`config.mk`:
```
export PLATFORM = sky130hd
export DESIGN_NAME = apb_multi_sampler
export DESIGN_NICKNAME = d
export VERILOG_FILES = /design/src/rtl/apb_multi_sampler_pkg.sv /design/src/rtl/apb_multi_sampler_tick_gen.sv /design/src/rtl/apb_multi_sampler.sv
export SDC_FILE = /design/constraint.sdc
export NUM_CORES = 1
export LEC_CHECK = 0
export BUFFER_PORTS_ARGS = -buffer_cell sky130_fd_sc_hd__clkbuf_2
export CORE_MARGIN = 2
export CORE_UTILIZATION = 55
export DETAILED_ROUTE_END_ITERATION = 7
export GPL_TIMING_DRIVEN = 0
export PLACE_DENSITY = 0.82
export SYNTH_ARGS = -nofsm -noshare
export SYNTH_HDL_FRONTEND = slang
export SYNTH_SLANG_ARGS = --single-unit
```
`constraint.sdc`:
```
create_clock -name pclk_i -period 6.45 [get_ports pclk_i]
set_input_delay 0.645 -clock pclk_i [delete_from_list [all_inputs] [get_ports pclk_i]]
set_output_delay 0.645 -clock pclk_i [all_outputs]
set_load 0.01 [all_outputs]
```
`src/rtl/apb_multi_sampler_pkg.sv`:
```
// apb_sampler_pkg: FSM state codes and helpers shared by the sampler files
package apb_sampler_pkg;
  localparam logic [1:0] IDLE = 2'b00, SETUP = 2'b01, ACCESS = 2'b10;
  function automatic int clog2(input int v);
    int r;
    r = 0;
    while ((1 << r) < v) r++;
    return r;
  endfunction
  function automatic logic [3:0] lowest_set(input logic [15:0] mask);
    logic [3:0] r;
    r = '0;
    for (int i = 15; i >= 0; i--) if (mask[i]) r = 4'(i);
    return r;
  endfunction
endpackage

```
`src/rtl/apb_multi_sampler_tick_gen.sv`:
```
// sample_tick_gen: one-cycle tick every PERIOD clocks, first one PERIOD cycles after reset
module sample_tick_gen import apb_sampler_pkg::*; #(
  parameter int PERIOD = 17
) (
  input  logic pclk_i,
  input  logic presetn_i,
  output logic tick_o
);
  localparam int CW = clog2(PERIOD);
  localparam logic [CW-1:0] RELOAD = CW'(PERIOD - 1);
  logic [CW-1:0] cnt_q, cnt_d;
  always_comb begin
    tick_o = cnt_q == '0;
    cnt_d = tick_o ? RELOAD : cnt_q - 1'b1;
  end
  always_ff @(posedge pclk_i or negedge presetn_i)
    if (!presetn_i) cnt_q <= RELOAD;
    else cnt_q <= cnt_d;
endmodule

```
`src/rtl/apb_multi_sampler.sv`:
```
// apb_multi_sampler: periodic multi-channel snapshot written out over APB3, lowest channel first
module apb_multi_sampler import apb_sampler_pkg::*; #(
  parameter int NUM_CH = 4,
  parameter int DATA_W = 32,
  parameter int ADDR_W = 8,
  parameter int PERIOD = 17,
  parameter int ADDR_BASE = 0,
  parameter int ADDR_LAST = 255,
  parameter int ADDR_STEP = 1
) (
  input  logic                     pclk_i,
  input  logic                     presetn_i,
  input  logic [NUM_CH*DATA_W-1:0] data_i,
  input  logic [NUM_CH-1:0]        ch_en_i,
  input  logic                     pready_i,
  input  logic                     pslverr_i,
  input  logic [DATA_W-1:0]        prdata_i,
  output logic                     psel_o,
  output logic                     penable_o,
  output logic                     pwrite_o,
  output logic [ADDR_W-1:0]        paddr_o,
  output logic [DATA_W-1:0]        pwdata_o,
  output logic                     busy_o,
  output logic                     overrun_o,
  output logic [7:0]               err_cnt_o
);
  localparam logic [ADDR_W-1:0] BASE = ADDR_W'(ADDR_BASE);
  localparam logic [ADDR_W-1:0] LAST = ADDR_W'(ADDR_LAST);
  localparam logic [ADDR_W-1:0] STEP = ADDR_W'(ADDR_STEP);
  logic [1:0] state_q, state_d;
  logic [NUM_CH-1:0] pending_q, pending_d, clr, left;
  logic [NUM_CH*DATA_W-1:0] frame_q, frame_d;
  logic [ADDR_W-1:0] paddr_q, paddr_d;
  logic [DATA_W-1:0] pwdata_q, pwdata_d, word;
  logic [7:0] err_cnt_q, err_cnt_d;
  logic [3:0] sel, nsel;
  logic tick, done, capture, unused_ok;
  sample_tick_gen #(.PERIOD(PERIOD)) u_tick (
    .pclk_i   (pclk_i),
    .presetn_i(presetn_i),
    .tick_o   (tick)
  );
  // the channel in flight is always the lowest pending bit, so no select register is kept
  always_comb begin
    sel = lowest_set(16'(pending_q));
    done = state_q == ACCESS && pready_i;
    clr = done ? NUM_CH'(1) << sel : '0;
    left = pending_q & ~clr;
    capture = tick && left == '0;
    pending_d = capture ? ch_en_i : left;
    frame_d = capture ? data_i : frame_q;
    nsel = lowest_set(16'(pending_d));
    word = '0;
    for (int k = 0; k < NUM_CH; k++) if (4'(k) == nsel) word = frame_d[k*DATA_W +: DATA_W];
    paddr_d = !done ? paddr_q : paddr_q == LAST ? BASE : paddr_q + STEP;
    err_cnt_d = done && pslverr_i && err_cnt_q != 8'hff ? err_cnt_q + 8'd1 : err_cnt_q;
  end
  always_comb begin
    state_d = state_q == ACCESS && !pready_i ? ACCESS :
              state_q == SETUP ? ACCESS :
              pending_d != '0 ? SETUP : IDLE;
    pwdata_d = state_d == SETUP ? word : state_d == IDLE ? '0 : pwdata_q;
  end
  always_comb begin
    psel_o = state_q == SETUP || state_q == ACCESS;
    penable_o = state_q == ACCESS;
    pwrite_o = psel_o;
    busy_o = pending_q != '0 || state_q != IDLE;
    overrun_o = tick && !capture;
    paddr_o = paddr_q;
    pwdata_o = pwdata_q;
    err_cnt_o = err_cnt_q;
    unused_ok = ^prdata_i;
  end
  always_ff @(posedge pclk_i or negedge presetn_i)
    if (!presetn_i) state_q <= IDLE;
    else state_q <= state_d;
  always_ff @(posedge pclk_i or negedge presetn_i)
    if (!presetn_i) begin
      pending_q <= '0;
      frame_q <= '0;
      paddr_q <= BASE;
      pwdata_q <= '0;
      err_cnt_q <= '0;
    end else begin
      pending_q <= pending_d;
      frame_q <= frame_d;
      paddr_q <= paddr_d;
      pwdata_q <= pwdata_d;
      err_cnt_q <= err_cnt_d;
    end
endmodule

```
==> qor.txt, run 1 <==
ROUTING
------------------------------------------------------------------------------------------
Detailed-route wire length per cell                                                17.4 um
DR vias                                                                              7,315
DRC viols                                                                                0
Number of vias per cell                                                               5.40
WL final                                                                         23,600 um
Number of search-and-repair iterations in the first detailed-routing pass                5
Starting DRT DRC Count                                                                 546
Number of nets with antenna violations after routing                                     0

WORST SETUP PATH
------------------------------------------------------------------------------------------
Critical Path Max Stage Delay                                                      0.76 ns
Slowest cell on the critical path                                             sky130_fd_sc_hd__a31oi_1
Number of cells traversed by the worst register-to-register path                        11
Endpoint of the worst register-to-register path                               pwdata_o[24]
Required time at the worst-slack endpoint                                          6.77 ns
Critical Path Sink                                                            pwdata_o[24]
Critical path capture point type                                                  register
CP startpoint kind                                                                register
CP Max Fanout                                                                           10
Startpoint of the lowest-slack register-to-register path                        state_q[0]
Reg2reg setup slack                                                                3.30 ns
Source of the critical timing path                                              state_q[0]
Start-to-end type of the worst setup path                                       reg -> reg
Worst Path Arrival                                                                 3.47 ns
Series of cell instances along the critical path                              inv_1 > ha_1 > nand3b_1 > a211oi_2 > o21a_1 > buf_4 > a31oi_1 > clkbuf_1 > nor2b_1 > o22ai_1 > a21oi_2

STA
------------------------------------------------------------------------------------------
F_max                                                                              318 MHz
Worst hold margin                                                                 0.237 ns
Unrepaired setup endpoints after global routing                                         no
Final worst path period share                                                        48.8%
Worst-case clock skew                                                           0.00655 ns
Min setup slack post-route                                                         3.30 ns
Slew HR                                                                              33.6%
Setup Viol. Count Final                                                                  0
Clock period minus final worst setup slack                                         3.15 ns
Final setup TNS                                                                       0 ns
Number of hold-slack violations in the final timing report                               0
Worst slew pin tran                                                               0.996 ns
Final max-slew violation count                                                           0

PLACED DESIGN
------------------------------------------------------------------------------------------
Routability congestion estimate from global placement                                0.889
Total half-perimeter wirelength after legalization and detailed placement        16,800 um
Pre-CTS setup slack                                                                3.36 ns
Number of port buffers                                                                 188

GLOBAL ROUTE
------------------------------------------------------------------------------------------
Global-route usage over all layers                                                   27.5%
Vias in the first global route                                                       7,354
Overflow after GRT                                                                       0
Met2 capacity usage during global routing                                            44.8%
GRT Max-Usage Layer                                                                   met2
Maximum number of pins on one net before global-route repair                            98
Global Route met3 Usage                                                              4.92%
First-pass GRT wire length                                                       37,900 um
Met1 Use GR                                                                          37.6%
Number of antenna violations at the first check in global routing                        0

SYNTH
------------------------------------------------------------------------------------------
Portion of netlist area occupied by mux cells                                        5.27%
Area share of and/or/nand/nor cells after synthesis                                  17.9%
Post-synthesis net count                                                             1,093
Mapped Cells                                                                           919
Number of warnings issued by yosys                                                       0
Post-synthesis sequential element count                                                187
Most used flip-flop cell after synthesis                                      sky130_fd_sc_hd__dfrtp_1
Async S/R FF share, synth                                                             100%
XOR/XNOR share of the synthesized area                                               1.36%
Dominant combinational cell family by area after synthesis                    compound AO/OA/AOI/OAI gates
Synthesized area divided by synthesized cell count                                9.84 um2
Distinct cell type count after synthesis                                                58
Netlist Area Pre-Place                                                            9050 um2
Share of synthesized cell area in full adder, half adder and majority cells         0.940%
EDFF count, synth                                                                        0
Compound-gate portion of the synthesized area                                        18.1%
Sequential element share of the synthesized area                                     51.7%

CELLS AND AREA
------------------------------------------------------------------------------------------
Most common library cell in the layout ignoring fill and taps                 sky130_fd_sc_hd__nand2_1
Synthesis-to-layout area growth                                                      20.1%
Leading cell types in the layout, fill and taps excluded                      sky130_fd_sc_hd__nand2_1 (303), sky130_fd_sc_hd__clkbuf_2 (187), sky130_fd_sc_hd__dfrtp_1 (186)
# diodes                                                                                 0
Fraction of layout instances using a drive strength above 1                          34.4%
Final layout net count                                                               1,301

DIE
------------------------------------------------------------------------------------------
Starting Density                                                                     56.5%
Total core area                                                                 16,000 um2
Full die area                                                                   17,500 um2
# rows                                                                                  46
I/O Pins                                                                               221
X dimension of the die                                                              132 um
Die H                                                                               132 um

POWER AND IR DROP
------------------------------------------------------------------------------------------
Pint                                                                               3.41 mW
Share of total power consumed by net switching                                       39.8%
Lkg Pwr                                                                            5.40 nW
Maximum VDD drop                                                                    247 uV
Power density over the cells                                                    520 nW/um2
Sequential share of power                                                            34.6%
Switch Pwr                                                                         2.25 mW
Clock share of power                                                                 18.2%
Share of total power in combinational logic                                          47.2%

CLOCK TREE
------------------------------------------------------------------------------------------
CTS Buffer Depth                                                                         2
Clock Pin Slew Worst Setup and Hold Paths                                          0.07 ns
Clock tree from TritonCTS                                                             done
Post-CTS Setup Bufs                                                                      0
Htree depth                                                                              4
# hold bufs at CTS                                                                       0
Clock root buffer                                                             sky130_fd_sc_hd__clkbuf_16
Quantity of gates resized following cts                                                  0
CTS sink cnt                                                                           187
CTS Buf Count                                                                           17
Clock latency on the worst-skew pair                                               0.43 ns

FLOW RUN
------------------------------------------------------------------------------------------
Number of maximum-capacitance constraint violations                                      0

HOLD PATH
------------------------------------------------------------------------------------------
Class of the tightest hold or removal check                                    in -> async

RUN STATUS
------------------------------------------------------------------------------------------
Outcome                                                                       finished, final reports clean

## power groups by stage
stage | Combinational, mW | Sequential [mW] | Clock [mW]
CTS | 2.67 | 1.96 | 1.04
floorplan | 1.92 | 1.96 | 0
finish | 2.67 | 1.96 | 1.03
global placement | 2.56 | 1.95 | 0
global route | 2.92 | 2.01 | 1.09
detailed placement | 2.63 | 1.97 | 0
## how the worst min path moves through the flow
stage,startpoint,to,slack [ns],cells after the start
after floorplan,presetn_i,err_cnt_o[0],0.35,0
after global placement,u_tick.cnt_q[0],u_tick.cnt_q[0],0.45,1
after detailed placement,frame_q[0],frame_q[0],0.46,2
after CTS,presetn_i,pwdata_o[27],0.31,1
after global routing,presetn_i,frame_q[28],0.33,1
final,presetn_i,pwdata_o[27],0.24,1
## registers in the layout, indices dropped and copies added (netlist names)
name          flops
paddr_o           8
err_cnt_o         8
pending_q         4
pwdata_o         32
frame_q         128
state_q           2
u_tick.cnt_q      5
## cells in the mapped netlist, types with 2 or more instances
| cell | n | share of area (%) |
|---|---|---|
| sky130_fd_sc_hd__nand2_1 | 303 | 13 |
| sky130_fd_sc_hd__dfrtp_1 | 186 | 51 |
| sky130_fd_sc_hd__a21oi_2 | 88 | 8.5 |
| sky130_fd_sc_hd__o22ai_1 | 66 | 4.6 |
| sky130_fd_sc_hd__a21oi_1 | 42 | 2.3 |
| sky130_fd_sc_hd__nor2b_1 | 33 | 2.3 |
| sky130_fd_sc_hd__mux2_4 | 28 | 4.6 |
| sky130_fd_sc_hd__buf_2 | 26 | 1.4 |
| sky130_fd_sc_hd__clkbuf_1 | 19 | 0.79 |
| sky130_fd_sc_hd__nor2_1 | 16 | 0.66 |
| sky130_fd_sc_hd__inv_1 | 10 | 0.41 |
| sky130_fd_sc_hd__xnor2_1 | 8 | 0.77 |
| sky130_fd_sc_hd__buf_4 | 7 | 0.58 |
| sky130_fd_sc_hd__buf_6 | 7 | 0.87 |
| sky130_fd_sc_hd__ha_1 | 6 | 0.83 |
| sky130_fd_sc_hd__o21ai_0 | 6 | 0.33 |
| sky130_fd_sc_hd__xor2_1 | 6 | 0.58 |
| sky130_fd_sc_hd__nor3_1 | 5 | 0.28 |
| sky130_fd_sc_hd__and3_1 | 4 | 0.28 |
| sky130_fd_sc_hd__mux2_1 | 4 | 0.50 |
| sky130_fd_sc_hd__buf_8 | 3 | 0.50 |
| sky130_fd_sc_hd__nand3_1 | 3 | 0.17 |
| sky130_fd_sc_hd__nand4_1 | 3 | 0.21 |
| sky130_fd_sc_hd__and2_1 | 2 | 0.14 |
| sky130_fd_sc_hd__nand3b_1 | 2 | 0.17 |
| sky130_fd_sc_hd__o21ai_1 | 2 | 0.11 |
| sky130_fd_sc_hd__or2_2 | 2 | 0.14 |
| sky130_fd_sc_hd__or3_1 | 2 | 0.14 |
## critical path: cells and delay by family (launching register included)
kind / cells / cell delay [ns]
buffers and inverters: 3 / 0.71
flip-flops: 1 / 0.35
AO/OA/AOI/OAI: 5 / 1.29
adder cells (fa/ha/maj): 1 / 0.29
AND/OR/NAND/NOR: 2 / 0.40
## layer usage
layer | routed length (um) | up-vias
met5 | 0 | -
met4 | 534 | 0
met3 | 1290 | 37
met2 | 11300 | 249
met1 | 10500 | 3511
li1 | - | 3518
## final cells by class
cell class	count	area [um2]
Fill cell	1300	5130
Multi-Input combinational cell	658	3940
Inverter	11	41.3
Sequential cell	187	4680
Clock buffer	25	485
Timing Repair Buffer	189	977
Tap cell	216	270
Buffer	63	382
Clock inverter	6	87.6
## metrics by stage
step | cell area (um2) | cells | power (mW) | utilization [%]
2_1_floorplan | 9050 | 919 | 3.88 | -
3_3_place_gp | 10300 | 1323 | 4.51 | 64.1
3_5_place_dp | 10300 | 1324 | 4.61 | 64.3
4_1_cts | 10900 | 1355 | 5.66 | 67.9
5_1_grt | 10900 | 1355 | 6.03 | 67.9
6_report | 10900 | 1355 | 5.66 | 67.9
## logic make-up after synthesis
| family | count (synthesis) |
|---|---|
| flops | 187 |
| simple gates | 382 |
| fa+ha+maj | 7 |
| xor+xnor | 14 |
| compound gates | 222 |
| buf+inv | 74 |
| mux | 33 |
(Power assumes the default switching activity.)
==> run 2: changes to the inputs <==
--- a/config.mk
+++ b/config.mk
@@ -5,12 +5,13 @@
 export SDC_FILE = /design/constraint.sdc
 export NUM_CORES = 1
 export LEC_CHECK = 0
+export ABC_AREA = 1
 export BUFFER_PORTS_ARGS = -buffer_cell sky130_fd_sc_hd__clkbuf_2
 export CORE_MARGIN = 2
-export CORE_UTILIZATION = 55
+export CORE_UTILIZATION = 53
 export DETAILED_ROUTE_END_ITERATION = 7
 export GPL_TIMING_DRIVEN = 0
-export PLACE_DENSITY = 0.82
+export PLACE_DENSITY = 0.8
 export SYNTH_ARGS = -nofsm -noshare
 export SYNTH_HDL_FRONTEND = slang
 export SYNTH_SLANG_ARGS = --single-unit
==> constraint.sdc (replaced) <==
create_clock -name pclk_i -period 3 [get_ports pclk_i]
set_input_delay 0.3 -clock pclk_i [delete_from_list [all_inputs] [get_ports pclk_i]]
set_output_delay 0.3 -clock pclk_i [all_outputs]
set_load 0.01 [all_outputs]
==> run 2 against run 1 <==
  * Die area fell by 1.7%
  * Critical path depth rose by 4
  * Clock power rose by 120%
  * Non-clock buffer count fell by 13
  * Via count fell by 2.6%
  * Wire length fell by 6.8%
  * Clock skew rose by 0.0027 ns
  * Cell area fell by 4.0%
  * Sequential share of layout area rose by 1.8 points
  * Flip-flop and latch count did not move
  * Critical path type unchanged
  * Critical endpoint is now pwdata_o[15]
  * Highest routed layer unchanged
==> qor.txt, run 2 <==
RUN STATUS
----------------------------------------------------------------------------------------
Outcome                                                                     finished, final reports clean

STA
----------------------------------------------------------------------------------------
Unrepaired setup endpoints after global routing                                       no
Final worst path period share                                                      87.6%
Slew HR                                                                            44.3%
Clock period minus final worst setup slack                                       2.63 ns
Worst hold margin                                                               0.112 ns
Worst slew pin tran                                                             0.836 ns
Setup Viol. Count Final                                                                0
Worst-case clock skew                                                         0.00929 ns
F_max                                                                            381 MHz
Final max-slew violation count                                                         0
Number of hold-slack violations in the final timing report                             0

ROUTING
----------------------------------------------------------------------------------------
Number of nets with antenna violations after routing                                   0
DR vias                                                                            7,128
Number of search-and-repair iterations in the first detailed-routing pass              5
Detailed-route wire length per cell                                              15.5 um
Starting DRT DRC Count                                                               477
Number of vias per cell                                                             5.03
DRC viols                                                                              0
WL final                                                                       22,000 um

CLOCK TREE
----------------------------------------------------------------------------------------
Quantity of gates resized following cts                                                0
Clock Pin Slew Worst Setup and Hold Paths                                        0.06 ns
Htree depth                                                                            4
CTS Buffer Depth                                                                       2
Clock latency on the worst-skew pair                                             0.44 ns
CTS Buf Count                                                                         17
Clock root buffer                                                           sky130_fd_sc_hd__clkbuf_16
Clock tree from TritonCTS                                                           done
CTS sink cnt                                                                         187

SYNTH
----------------------------------------------------------------------------------------
Mapped Cells                                                                         980
Synthesized area divided by synthesized cell count                              8.74 um2
Ranking of synthesized cells by instance count                              sky130_fd_sc_hd__nand2_1 (254), sky130_fd_sc_hd__dfrtp_1 (186), sky130_fd_sc_hd__inv_1 (118), sky130_fd_sc_hd__nand3_1 (92), sky130_fd_sc_hd__nor2_1 (80)
Leading area contributor after synthesis                                    sky130_fd_sc_hd__dfrtp_1
Sequential element share of the synthesized area                                   54.6%
Async S/R FF share, synth                                                           100%
Most repeated cell in the gate-level netlist after synthesis                sky130_fd_sc_hd__nand2_1
Number of warnings issued by yosys                                                     0
Post-synthesis net count                                                           1,154
Netlist Area Pre-Place                                                          8570 um2
EDFF count, synth                                                                      0
Area contributors post-synth                                                sky130_fd_sc_hd__dfrtp_1 (54%), sky130_fd_sc_hd__nand2_1 (11%), sky130_fd_sc_hd__mux2_2 (6.3%)
Yosys top cell area share                                                          54.3%
Distinct cell type count after synthesis                                              29
Post-synthesis sequential element count                                              187
Most used flip-flop cell after synthesis                                    sky130_fd_sc_hd__dfrtp_1

WORST SETUP PATH
----------------------------------------------------------------------------------------
Required time at the worst-slack endpoint                                        3.32 ns
Startpoint of the lowest-slack register-to-register path                      state_q[0]
CP Max Fanout                                                                         10
Number of cells traversed by the worst register-to-register path                      15
Start-to-end type of the worst setup path                                     reg -> reg
CP startpoint kind                                                              register
Endpoint of the worst register-to-register path                             pwdata_o[15]
Critical path capture point type                                                register
Reg2reg setup slack                                                              0.37 ns
Worst Path Arrival                                                               2.95 ns

FLOW RUN
----------------------------------------------------------------------------------------
Number of maximum-capacitance constraint violations                                    0

DIE
----------------------------------------------------------------------------------------
Die H                                                                             131 um
Total core area                                                               15,800 um2
# rows                                                                                46
I/O Pins                                                                             221
Starting Density                                                                   54.1%
Full die area                                                                 17,200 um2
X dimension of the die                                                            131 um

PLACED DESIGN
----------------------------------------------------------------------------------------
Total half-perimeter wirelength after legalization and detailed placement      16,500 um
Routability congestion estimate from global placement                              0.875
Number of port buffers                                                               188

HOLD PATH
----------------------------------------------------------------------------------------
Source of the worst hold timing path                                          data_i[78]
Class of the tightest hold or removal check                                    in -> reg
Hold Path End                                                                frame_q[78]
Worst hold path stage count                                                            3

GLOBAL ROUTE
----------------------------------------------------------------------------------------
Overflow after GRT                                                                     0
Vias in the first global route                                                     7,138
Number of antenna violations at the first check in global routing                      1
Global-route usage over all layers                                                 26.6%
First-pass GRT wire length                                                     35,700 um
Maximum number of pins on one net before global-route repair                         107

POWER AND IR DROP
----------------------------------------------------------------------------------------
Lkg Pwr                                                                          5.75 nW
Final Total Pwr                                                                  11.3 mW
Maximum VDD drop                                                                  566 uV
Power density over the cells                                                 1090 nW/um2

CELLS AND AREA
----------------------------------------------------------------------------------------
Reg with most FFs                                                                frame_q
Final layout net count                                                             1,363
Most common library cell in the layout ignoring fill and taps               sky130_fd_sc_hd__nand2_1
Leading cell types in the layout, fill and taps excluded                    sky130_fd_sc_hd__nand2_1 (254), sky130_fd_sc_hd__clkbuf_2 (187), sky130_fd_sc_hd__dfrtp_1 (186)
Fraction of layout instances using a drive strength above 1                        27.4%
Max FFs per register                                                                 128
# diodes                                                                               0
Core occupancy in the finished layout                                              65.9%
Synthesis-to-layout area growth                                                    21.7%

-- run 2: changes by cell type after synthesis, sizes merged, moves of 20 or more --
cell and delta:
a21oi -125, inv +110, nand3 +91, o21ai +73, nor2 +67, o22ai -66, nand2 -40, nor2b -33
nand4 +20
-- run 2: what timing repair did --
action | CTS | global route
buffers inserted | 0 | 0
hold endpoints to repair | 7 | 0
hold buffers | 1 | 0
-- run 2: cell families after synthesis --
| logic type | share of synthesized area, % |
|---|---|
| muxes | 6.31 |
| buffers and inverters | 8.41 |
| and+or+nand+nor | 23.5 |
| AOI/OAI and AO/OA | 5.18 |
| adders and majority gates | 0.876 |
| DFF | 54.6 |
| xor gates and xnor gates | 1.12 |
-- run 2: cell type report --
class | count | area, um2
tap | 216 | 270
clock inverter | 11 | 134
multi-input combinational | 619 | 3170
buffer | 49 | 251
fill | 1299 | 5400
clock buffer | 21 | 470
inverter | 125 | 469
timing repair buffer | 190 | 987
sequential | 187 | 4680
-- run 2: per-stage QoR --
stage / worst slack [ns] / instance area, um2 / cells / TNS [ns]
global placement: -1.79 / 9780 / 1384 / -330.32
floorplan: 0.845 / 8570 / 980 / 0
finish: 0.373 / 10400 / 1418 / 0
CTS: 0.378 / 10400 / 1418 / 0
detailed placement: 0.384 / 9820 / 1385 / 0
global route: 0.134 / 10400 / 1418 / 0
-- run 2: how the worst max path moves through the flow --
stage | from | end | slack, ns | cells past startpoint
after global routing | state_q[0] | pwdata_o[1] | 0.13 | 15
after CTS | state_q[0] | pwdata_o[11] | 0.38 | 15
after floorplan | state_q[0] | pwdata_o[11] | 0.85 | 16
after detailed placement | state_q[0] | pwdata_o[12] | 0.38 | 15
final | state_q[0] | pwdata_o[15] | 0.37 | 15
after global placement | presetn_i | pwdata_o[15] | -1.79 | 1
-- run 2: power breakdown --
part / total (mW) / switching, mW / internal, mW
Combinational: 5.01 / 3.20 / 1.81
Clock: 2.30 / 0.988 / 1.31
Sequential: 4.02 / 0.392 / 3.63
Total: 11.3 / 4.58 / 6.75
-- run 2: metal layers --
| layer | vias to the layer above | part of all wire, % | wire length (um) | track usage (%) |
|---|---|---|---|---|
| li1 | 3511 | - | - | - |
| met1 | 3338 | 42 | 9190 | 34.4 |
| met2 | 256 | 49 | 10800 | 45.3 |
| met3 | 23 | 7.4 | 1620 | 5.71 |
| met4 | 0 | 1.7 | 371 | 7.97 |
| met5 | - | 0 | 0 | 0 |
-- run 2: worst max-delay path: stages, from the launching register on --
cell,delay (ns)
sky130_fd_sc_hd__dfrtp_1,0.40
sky130_fd_sc_hd__inv_1,0.08
sky130_fd_sc_hd__ha_1,0.24
sky130_fd_sc_hd__nand2_2,0.13
sky130_fd_sc_hd__nand2_1,0.12
sky130_fd_sc_hd__nand2_1,0.09
sky130_fd_sc_hd__nor2_4,0.19
sky130_fd_sc_hd__nand3_4,0.19
sky130_fd_sc_hd__buf_6,0.21
sky130_fd_sc_hd__clkbuf_1,0.25
sky130_fd_sc_hd__nand2_1,0.11
sky130_fd_sc_hd__o21ai_1,0.09
sky130_fd_sc_hd__nand2_1,0.07
sky130_fd_sc_hd__nand4_1,0.17
sky130_fd_sc_hd__nand2_1,0.10
sky130_fd_sc_hd__nand2_1,0.05
==> run 3: changes to the inputs <==
--- a/config.mk
+++ b/config.mk
@@ -5,13 +5,13 @@
 export SDC_FILE = /design/constraint.sdc
 export NUM_CORES = 1
 export LEC_CHECK = 0
-export ABC_AREA = 1
+export ABC_AREA = 0
 export BUFFER_PORTS_ARGS = -buffer_cell sky130_fd_sc_hd__clkbuf_2
 export CORE_MARGIN = 2
-export CORE_UTILIZATION = 53
+export CORE_UTILIZATION = 54
 export DETAILED_ROUTE_END_ITERATION = 7
 export GPL_TIMING_DRIVEN = 0
-export PLACE_DENSITY = 0.8
+export PLACE_DENSITY = 0.81
 export SYNTH_ARGS = -nofsm -noshare
 export SYNTH_HDL_FRONTEND = slang
 export SYNTH_SLANG_ARGS = --single-unit
==> run 3 against run 2 <==
  * First-iteration DRC count is 12% lower
  * Critical endpoint unchanged
  * Utilization is 0.61 points higher
  * Sequential share of layout area is 2.1 points lower
  * Via count is 2.8% higher
  * Critical path type unchanged
  * Die area is 3.5% higher
  * Worst hold slack worse by 0.035 ns
==> qor.txt, run 3 (synthesis gave the netlist of run 1 again) <==
POWER AND IR DROP
----------------------------------------------------------------------------------------
Final Total Pwr                                                                  12.2 mW
Lkg Pwr                                                                          5.45 nW
Maximum VDD drop                                                                  539 uV
Power density over the cells                                                 1120 nW/um2

PLACED DESIGN
----------------------------------------------------------------------------------------
Cell area reported after detailed placement                                   10,300 um2
Number of port buffers                                                               188
Routability congestion estimate from global placement                              0.820
Total half-perimeter wirelength after legalization and detailed placement      16,700 um

DIE
----------------------------------------------------------------------------------------
X dimension of the die                                                            133 um
Total core area                                                               16,500 um2
Starting Density                                                                   54.9%
I/O Pins                                                                             221
Die H                                                                             133 um
Full die area                                                                 17,800 um2
# rows                                                                                47

CLOCK TREE
----------------------------------------------------------------------------------------
Htree depth                                                                            4
CTS Buf Count                                                                         17
CTS sink cnt                                                                         187
Clock tree from TritonCTS                                                           done
Clock latency on the worst-skew pair                                             0.43 ns
Clock Pin Slew Worst Setup and Hold Paths                                        0.07 ns
Clock root buffer                                                           sky130_fd_sc_hd__clkbuf_16
CTS Buffer Depth                                                                       2

STA
----------------------------------------------------------------------------------------
Setup Viol. Count Final                                                                0
Final max-slew violation count                                                         0
Final worst path period share                                                      96.3%
F_max                                                                            346 MHz
Worst-case clock skew                                                         0.00861 ns
Slew HR                                                                            38.8%
Number of hold-slack violations in the final timing report                             0
Unrepaired setup endpoints after global routing                                       no
Clock period minus final worst setup slack                                       2.89 ns
Worst hold margin                                                              0.0770 ns
Worst slew pin tran                                                             0.918 ns

GLOBAL ROUTE
----------------------------------------------------------------------------------------
Global-route usage over all layers                                                 26.9%
Number of antenna violations at the first check in global routing                      1
First-pass GRT wire length                                                     37,200 um
Overflow after GRT                                                                     0
Vias in the first global route                                                     7,231
Maximum number of pins on one net before global-route repair                         105

WORST SETUP PATH
----------------------------------------------------------------------------------------
Cell occurring most often along the worst timing path                       sky130_fd_sc_hd__a21oi_1
Series of cell instances along the critical path                            inv_1 > ha_1 > a21oi_1 > clkinv_1 > clkbuf_1 > a21oi_1 > a21oi_2
Critical path capture point type                                                register
Slowest cell on the critical path                                           sky130_fd_sc_hd__a21oi_1
Required time at the worst-slack endpoint                                        3.31 ns
Critical Path Max Stage Delay                                                    0.77 ns
Start-to-end type of the worst setup path                                     reg -> reg
CP Max Fanout                                                                         10
Worst Path Arrival                                                               3.20 ns
CP startpoint kind                                                              register

CELLS AND AREA
----------------------------------------------------------------------------------------
Fraction of layout instances using a drive strength above 1                        35.2%
Post-layout instance area                                                     11,000 um2
Most common library cell in the layout ignoring fill and taps               sky130_fd_sc_hd__nand2_1
Leading cell types in the layout, fill and taps excluded                    sky130_fd_sc_hd__nand2_1 (303), sky130_fd_sc_hd__clkbuf_2 (188), sky130_fd_sc_hd__dfrtp_1 (186)
Max FFs per register                                                                 128
Reg with most FFs                                                                frame_q
Final layout net count                                                             1,305
Synthesis-to-layout area growth                                                    21.0%

RUN STATUS
----------------------------------------------------------------------------------------
Outcome                                                                     finished, final reports clean

ROUTING
----------------------------------------------------------------------------------------
DRC viols                                                                              0
Detailed-route wire length per cell                                              17.1 um
WL final                                                                       23,300 um
DR vias                                                                            7,325
Number of vias per cell                                                             5.37
Starting DRT DRC Count                                                               419
Number of nets with antenna violations after routing                                   0
Number of search-and-repair iterations in the first detailed-routing pass              7

HOLD PATH
----------------------------------------------------------------------------------------
Class of the tightest hold or removal check                                    in -> reg

FLOW RUN
----------------------------------------------------------------------------------------
Number of maximum-capacitance constraint violations                                    0

-- run 3: cell types whose count changed in the layout (fill, tap and decap cells not counted), sizes merged, moves of 6 or more --
cell    delta
nand2     +40
buf        +6
inv      -111
nand3     -91
o21ai     -73
mux2      -15
a21oi    +125
nor2      -67
nor2b     +33
nand4     -20
o22ai     +66
clkbuf     +8
-- run 3: routing by layer --
metal	up-vias	track usage [%]	routed length, um
met4	0	9.57	492
met1	3493	38.3	10400
met2	266	42.3	11000
met3	37	4.26	1380
met5	-	0	0
li1	3529	-	-
-- run 3: cell type report --
type	instances	area [um2]
multi-input cells	658	3950
flip-flops and latches	187	4680
well taps	220	275
inverters	11	41.3
fillers	1342	5520
diodes	1	2.50
repair buffers	193	1010
plain buffers	63	383
clock inverters	14	169
clock buffers	18	439
-- run 3: worst max-delay path: cells and delay by family, from the launching register on --
family	cells	cell delay, ns
AOI/OAI and AO/OA	3	1.20
adders and majority gates	1	0.29
buffers and inverters	3	0.92
DFF	1	0.35
-- run 3: where the power goes --
group | switching (mW) | internal, mW | total, mW
registers | 0.507 | 3.69 | 4.20
clock network | 1.00 | 1.34 | 2.34
logic | 3.35 | 2.35 | 5.70
-- run 3: through the flow --
stage	utilization [%]	std cells	worst slack, ns	TNS [ns]
after floorplan	-	919	0.654	0
after global placement	62.3	1327	-1.85	-341.72
after detailed placement	62.6	1328	-0.0137	-0.0163
after CTS	66.3	1361	0.131	0
after global routing	66.5	1364	0.0289	0
final	66.5	1365	0.112	0
-- run 3: timing repair --
action,4_1_cts,5_1_grt
endpoints found under the setup margin,7,17
setup buffers,0,3
pin swaps,0,1
resized for setup,1,2
hold endpoints to repair,82,0
hold buffers,1,0
-- run 3: path summary, 6_finish.rpt --
kind                                  from               to  slack, ns  cells past startpoint
max in group asynchronous        presetn_i      frame_q[92]       1.62                      3
min in group asynchronous        presetn_i     frame_q[103]       0.45                      2
setup reg to reg                state_q[0]     pwdata_o[15]       0.11                      7
hold / removal                  data_i[89]      frame_q[89]       0.08                      3
setup / recovery                state_q[0]     pwdata_o[15]       0.11                      7
hold reg to reg            u_tick.cnt_q[0]  u_tick.cnt_q[0]       0.46                      1
